[src/rtl/muldiv_scheduler_if.sv]
// Request/response bundle between the E stage / hazard unit and the HI/LO multiply-divide unit.
interface muldiv_if;
    logic        start;
    logic [2:0]  op;
    logic [31:0] a;
    logic [31:0] b;
    logic        cancel;
    logic        rd_hilo;
    logic        wr_hi;
    logic        wr_lo;
    logic [31:0] wdata;
    logic        busy;
    logic        stall;
    logic        done;
    logic [31:0] hi;
    logic [31:0] lo;

    modport master (
        output start, op, a, b, cancel, rd_hilo, wr_hi, wr_lo, wdata,
        input  busy, stall, done, hi, lo
    );
    modport slave (
        input  start, op, a, b, cancel, rd_hilo, wr_hi, wr_lo, wdata,
        output busy, stall, done, hi, lo
    );
endinterface

[src/rtl/muldiv_scheduler.sv]
// HI/LO multiply/divide sequencer: timed multiply, 32-step restoring divide, sign fix-up.
// Define MULDIV_MADD_EN to enable MADD/MADDU (ops 4/5) accumulating into {hi,lo}.
module muldiv_scheduler #(
    parameter int MUL_CYCLES = 4  // 1..15
) (
    input logic     clk,
    input logic     resetn,
    muldiv_if.slave bus
);
    typedef enum logic [1:0] {IDLE, MUL, DIV, FIX} state_e;

    state_e      state_q, state_d;
    logic [5:0]  cnt_q, cnt_d;
    logic [31:0] hi_q, hi_d, lo_q, lo_d;
    logic        sgn_q, sgn_d;
    logic [31:0] a_q, a_d, b_q, b_d;
    logic [31:0] rem_q, rem_d, quo_q, quo_d, dvs_q, dvs_d;
`ifdef MULDIV_MADD_EN
    logic        madd_q, madd_d;
`endif
    logic        op_valid, op_is_div, op_signed, accept, busy, done;
    logic [63:0] a_ext, b_ext, product, mul_result;
    logic [32:0] partial;
    logic [31:0] quo_fix, rem_fix;

    always_comb begin
`ifdef MULDIV_MADD_EN
        op_valid = (bus.op <= 3'd5);
`else
        op_valid = (bus.op <= 3'd3);
`endif
        op_is_div = (bus.op[2:1] == 2'b01);
        op_signed = ~bus.op[0];
        accept    = (state_q == IDLE) && bus.start && !bus.cancel && op_valid;
        busy      = (state_q != IDLE);

        a_ext   = sgn_q ? {{32{a_q[31]}}, a_q} : {32'h0, a_q};
        b_ext   = sgn_q ? {{32{b_q[31]}}, b_q} : {32'h0, b_q};
        product = a_ext * b_ext;
`ifdef MULDIV_MADD_EN
        mul_result = madd_q ? ({hi_q, lo_q} + product) : product;
`else
        mul_result = product;
`endif
        // One restoring step: shift next dividend bit into the partial remainder.
        partial = {rem_q, quo_q[31]};
        quo_fix = (sgn_q && (a_q[31] ^ b_q[31])) ? -quo_q : quo_q;
        rem_fix = (sgn_q && a_q[31]) ? -rem_q : rem_q;
    end

    // NOTE: every next-state value gets its hold default first, so no path can infer a latch.
    always_comb begin
        state_d = state_q;
        cnt_d   = cnt_q;
        hi_d    = hi_q;
        lo_d    = lo_q;
        sgn_d   = sgn_q;
        a_d     = a_q;
        b_d     = b_q;
        rem_d   = rem_q;
        quo_d   = quo_q;
        dvs_d   = dvs_q;
`ifdef MULDIV_MADD_EN
        madd_d  = madd_q;
`endif
        done    = 1'b0;

        case (state_q)
            IDLE: begin
                if (accept) begin
                    sgn_d = op_signed;
                    a_d   = bus.a;
                    b_d   = bus.b;
`ifdef MULDIV_MADD_EN
                    madd_d = bus.op[2];
`endif
                    if (op_is_div) begin
                        state_d = DIV;
                        cnt_d   = 6'd31;
                        rem_d   = '0;
                        quo_d   = (op_signed && bus.a[31]) ? -bus.a : bus.a;
                        dvs_d   = (op_signed && bus.b[31]) ? -bus.b : bus.b;
                    end else begin
                        state_d = MUL;
                        cnt_d   = 6'(MUL_CYCLES - 1);
                    end
                end else begin
                    if (bus.wr_hi) hi_d = bus.wdata;
                    if (bus.wr_lo) lo_d = bus.wdata;
                end
            end
            MUL: begin
                if (bus.cancel) begin
                    state_d = IDLE;
                end else if (cnt_q == 6'd0) begin
                    done         = 1'b1;
                    {hi_d, lo_d} = mul_result;
                    state_d      = IDLE;
                end else begin
                    cnt_d = cnt_q - 6'd1;
                end
            end
            DIV: begin
                if (bus.cancel) begin
                    state_d = IDLE;
                end else begin
                    if (partial >= {1'b0, dvs_q}) begin
                        rem_d = 32'(partial - {1'b0, dvs_q});
                        quo_d = {quo_q[30:0], 1'b1};
                    end else begin
                        rem_d = partial[31:0];
                        quo_d = {quo_q[30:0], 1'b0};
                    end
                    if (cnt_q == 6'd0) state_d = FIX;
                    else               cnt_d   = cnt_q - 6'd1;
                end
            end
            FIX: begin
                state_d = IDLE;
                if (!bus.cancel) begin
                    done = 1'b1;
                    if (dvs_q == '0) begin
                        hi_d = a_q;
                        lo_d = '1;
                    end else begin
                        hi_d = rem_fix;
                        lo_d = quo_fix;
                    end
                end
            end
            default: state_d = IDLE;
        endcase
    end

    always_ff @(posedge clk) begin
        if (!resetn) begin
            state_q <= IDLE;
            cnt_q   <= '0;
            hi_q    <= '0;
            lo_q    <= '0;
        end else begin
            state_q <= state_d;
            cnt_q   <= cnt_d;
            hi_q    <= hi_d;
            lo_q    <= lo_d;
        end
    end

    // NOTE: operand and divider working registers carry no reset; they are always
    // reloaded on the accepting edge before anything reads them.
    always_ff @(posedge clk) begin
        sgn_q <= sgn_d;
        a_q   <= a_d;
        b_q   <= b_d;
        rem_q <= rem_d;
        quo_q <= quo_d;
        dvs_q <= dvs_d;
`ifdef MULDIV_MADD_EN
        madd_q <= madd_d;
`endif
    end

    assign bus.busy  = busy;
    assign bus.done  = done;
    assign bus.hi    = hi_q;
    assign bus.lo    = lo_q;
    // An MFHI/MFLO in D must also wait behind an op being accepted in E this cycle.
    assign bus.stall = (busy && (bus.rd_hilo || bus.start || bus.wr_hi || bus.wr_lo))
                     || (accept && bus.rd_hilo);
endmodule

[src/flat_wrapper.sv]
// flat-port wrapper written by rule: the top's interface ports become plain ports
module muldiv_scheduler_flat 
#(
    parameter int MUL_CYCLES = 4          
)
  (clk, resetn, bus_start, bus_op, bus_a, bus_b, bus_cancel, bus_rd_hilo, bus_wr_hi, bus_wr_lo, bus_wdata, bus_busy, bus_stall, bus_done, bus_hi, bus_lo);
  muldiv_if bus_i ();
  input logic clk;
  input logic resetn;
  input wire logic [$bits(bus_i.start)-1:0] bus_start;
  input wire logic [$bits(bus_i.op)-1:0] bus_op;
  input wire logic [$bits(bus_i.a)-1:0] bus_a;
  input wire logic [$bits(bus_i.b)-1:0] bus_b;
  input wire logic [$bits(bus_i.cancel)-1:0] bus_cancel;
  input wire logic [$bits(bus_i.rd_hilo)-1:0] bus_rd_hilo;
  input wire logic [$bits(bus_i.wr_hi)-1:0] bus_wr_hi;
  input wire logic [$bits(bus_i.wr_lo)-1:0] bus_wr_lo;
  input wire logic [$bits(bus_i.wdata)-1:0] bus_wdata;
  output wire logic [$bits(bus_i.busy)-1:0] bus_busy;
  output wire logic [$bits(bus_i.stall)-1:0] bus_stall;
  output wire logic [$bits(bus_i.done)-1:0] bus_done;
  output wire logic [$bits(bus_i.hi)-1:0] bus_hi;
  output wire logic [$bits(bus_i.lo)-1:0] bus_lo;
  assign bus_i.start = bus_start;
  assign bus_i.op = bus_op;
  assign bus_i.a = bus_a;
  assign bus_i.b = bus_b;
  assign bus_i.cancel = bus_cancel;
  assign bus_i.rd_hilo = bus_rd_hilo;
  assign bus_i.wr_hi = bus_wr_hi;
  assign bus_i.wr_lo = bus_wr_lo;
  assign bus_i.wdata = bus_wdata;
  assign bus_busy = bus_i.busy;
  assign bus_stall = bus_i.stall;
  assign bus_done = bus_i.done;
  assign bus_hi = bus_i.hi;
  assign bus_lo = bus_i.lo;
  muldiv_scheduler #(.MUL_CYCLES(MUL_CYCLES)) u_core (.clk(clk), .resetn(resetn), .bus(bus_i));
endmodule
[config.mk]
export PLATFORM = sky130hd
export DESIGN_NAME = muldiv_scheduler_flat
export DESIGN_NICKNAME = d
export VERILOG_FILES = /design/src/rtl/muldiv_scheduler_if.sv /design/src/rtl/muldiv_scheduler.sv /design/src/flat_wrapper.sv
export SDC_FILE = /design/constraint.sdc
export NUM_CORES = 2
export LEC_CHECK = 0
export CAP_MARGIN = 20
export CORE_ASPECT_RATIO = 0.75
export CORE_MARGIN = 2
export CORE_UTILIZATION = 50
export DETAILED_ROUTE_END_ITERATION = 10
export PLACE_DENSITY = 0.67
export SLEW_MARGIN = 25
export SYNTH_ARGS = -nofsm -noshare
export SYNTH_HDL_FRONTEND = slang
export SYNTH_SLANG_ARGS = --single-unit
[constraint.sdc]
create_clock -name clk -period 15.6 [get_ports clk]
set_clock_uncertainty 0.05 [all_clocks]
set_input_delay 2.34 -clock clk [delete_from_list [all_inputs] [get_ports clk]]
set_output_delay 2.34 -clock clk [all_outputs]
set_load 0.02 [all_outputs]
==> out/summary.txt <==
Die H - 309 µm
CTS tree - built
Post-cts gate resize count - 0
Max stage delay on crit path - 870 ps
Wl on met1 - 84000 µm
Startpoint types - flop
CTS max path bufs - 3
Clock root buffer master - clkbuf_16
Most common cell in the netlist - inv_1
EDFF count, synth - 161
Part of the cycle the worst path needs - 0.691
CP required - 16010 ps
Die width - 411 µm
Final Non-Filler Cells - 8266
Crit Path Class - reg2reg
Min Clock Period, post-route - 10780 ps
RR Startpoint - u_core.sgn_q$_DFFE_PP_
CP Max Fanout - 28
Drt wl/cell - 23.7 µm
Initial antenna violation count - 11
Worst Setup SP - u_core.sgn_q$_DFFE_PP_
Worst Path Arrival - 11190 ps
R2r setup slk - 4820 ps
Slew HR - 0.324
Worst hold path class - reg2reg
Seq/Total Area, Yosys - 0.101
Sink Count - 233
Final WL - 196000 µm
Worst slew pin tran - 1010 ps
Total global routing track utilization - 0.319
WL met3 - 24500 µm
Post-CTS Setup Inserts - 0
Unrepaired setup endpoints after global routing - no
Worst Reg-to-Reg Cells - 30
WL met2 - 81300 µm
CP endpoint kind - flop
Synth unique cells - 93
Post-Synthesis Cells - 6639
CORE AREA - 123000 µm²
CTS Hold Bufs - 0
Seq cells post-synth - 233
FP Rows - 111
Area growth, synth to finish - 6.54%
IO buf count - 172
Top post-synthesis cells by area - fa_1 46%, inv_1 9.6%, edfxtp_1 7.8%
Slowest CP cell - fa_1
Router iterations before antenna repair - 6
Finish-stage setup viols - 0
Initial DRC Count - 4155
Status - completed
First-pass GRT wire length - 303000 µm
DPL Wire Length - 160000 µm
Largest net degree at the start of global routing - 77
Inst Count DP - 8215
# IOs - 173
Setup TNS - 0 ps
Post-route cell area - 66100 µm²
Reg clk slew, reported paths - 70 ps
Drt drc - 0
Layout cells sized above 1 - 0.0282
Worst setup path end - u_core.bus.hi[27]$_SDFFE_PN0P_
Die area - 127000 µm²
Synth area leader - fa_1
GPL Wtd Cong - 0.996
Total congestion overflow - 0
Synth top area share - 0.458
Reg-to-Reg End - u_core.bus.hi[27]$_SDFFE_PN0P_
Pins over their slew limit - 0
Synthesized area - 62100 µm²
Most used DFF post-synth - edfxtp_1
Routed Antenna Nets - 0
Placed Area - 65300 µm²
Initial core utilization - 0.506
Synthesized area per cell - 9.35 µm²
Vias per cell - 5.57
Top post-synthesis cells by count - 1593 x inv_1, 1420 x fa_1, 738 x nand2_1
Vias in the first global route - 49.0k
Yosys warns - 0
Ys async rst share - 0
Syn Nets - 8516
Nets@finish - 8481
Top cell by count, worst path - fa_1
Total CTS buffers - 25
Routed via count - 46.1k
Final hold viol count - 0
Max H-tree Level - 1
Worst skew pair latency - 560 ps
Max-cap viol count - 0
Highest Clock Rate - 0.0928 GHz
Top sig layer - met5
-- flip-flops by register name, indices dropped and copies added, names as in the netlist --
signal          cells
u_core.b_q         32
u_core.a_q         32
u_core.state_q      2
u_core.bus.lo      32
u_core.cnt_q        6
u_core.dvs_q       32
u_core.quo_q       32
u_core.sgn_q        1
u_core.rem_q       32
u_core.bus.hi      32
-- through the flow --
stage	utilization	hold WS [ps]	worst slack [ps]
floorplan	-	418	4460
global placement	0.533	438	4970
detailed placement	0.533	452	4880
CTS	0.539	465	4830
global route	0.539	481	4320
finish	0.539	464	4820
-- worst min-delay path by stage --
stage | startpoint | end | slack, ps | cells past startpoint
finish | u_core.cnt_q[0]$_SDFFE_PN0P_ | u_core.cnt_q[0]$_SDFFE_PN0P_ | 460 | 1
CTS | u_core.cnt_q[0]$_SDFFE_PN0P_ | u_core.cnt_q[0]$_SDFFE_PN0P_ | 470 | 1
detailed placement | u_core.cnt_q[0]$_SDFFE_PN0P_ | u_core.cnt_q[0]$_SDFFE_PN0P_ | 450 | 1
floorplan | u_core.cnt_q[0]$_SDFFE_PN0P_ | u_core.cnt_q[0]$_SDFFE_PN0P_ | 420 | 1
global route | u_core.bus.hi[10]$_SDFFE_PN0P_ | u_core.bus.hi[10]$_SDFFE_PN0P_ | 480 | 2
global placement | u_core.cnt_q[0]$_SDFFE_PN0P_ | u_core.cnt_q[0]$_SDFFE_PN0P_ | 440 | 1
-- kinds of logic (layout without fill, tap and decap cells) --
logic type / after synthesis / in the layout / share of synthesized area
AOI/OAI and AO/OA: 724 / 724 / 0.0746
xor gates and xnor gates: 251 / 251 / 0.0354
adders and majority gates: 1773 / 1773 / 0.529
buffers and inverters: 1919 / 1903 / 0.117
DFF: 233 / 233 / 0.101
muxes: 29 / 29 / 0.00478
other: 0 / 5 / 0
and+or+nand+nor: 1710 / 1710 / 0.138
-- critical path, delay by kind of cell (launching register included) --
kind / cells / cell delay (ps)
AOI/OAI and AO/OA: 8 / 1700
xor gates and xnor gates: 1 / 140
adders and majority gates: 11 / 6010
buffers and inverters: 7 / 1360
DFF: 1 / 320
and+or+nand+nor: 3 / 1050
-- placed cells by master (no fill, tap or decap), drive strengths merged, types with 9 or more instances in the layout --
cell,instances
ha,351
nand3,31
a21oi,188
xor2,81
or3,9
o41ai,12
a311oi,13
dfxtp,72
o21bai,15
o21a,20
a31oi,28
a41oi,10
and3,32
o2111ai,9
nand4,19
xnor2,170
a22oi,15
fa,1420
inv,1596
o31ai,24
edfxtp,161
and2,580
a21o,57
nor4,34
clkdlybuf4s50,171
o211ai,18
nor3,32
nand2b,21
mux2i,24
clkbuf,29
a221oi,23
or4,10
clkinv,11
a211oi,20
nor2,136
nor2b,40
o21ai,217
nand2,738
buf,92
-- area by class of cell --
type | instances | area, µm²
multi-input combinational | 4487 | 48600
antenna | 5 | 12.5
fill | 10900 | 56500
clock buffer | 29 | 641
tap | 1638 | 2050
timing repair buffer | 263 | 2400
clock inverter | 17 | 139
sequential | 233 | 6280
inverter | 1594 | 5980
-- metal layers --
metal	up-vias	GRT usage
met3	278	0.0972
li1	19900	-
met1	23700	0.465
met2	2235	0.460
met4	10	0.0899
met5	-	0
Power is not shown: default switching activity piles up to over one toggle a cycle in this logic, so the estimate is an artifact.
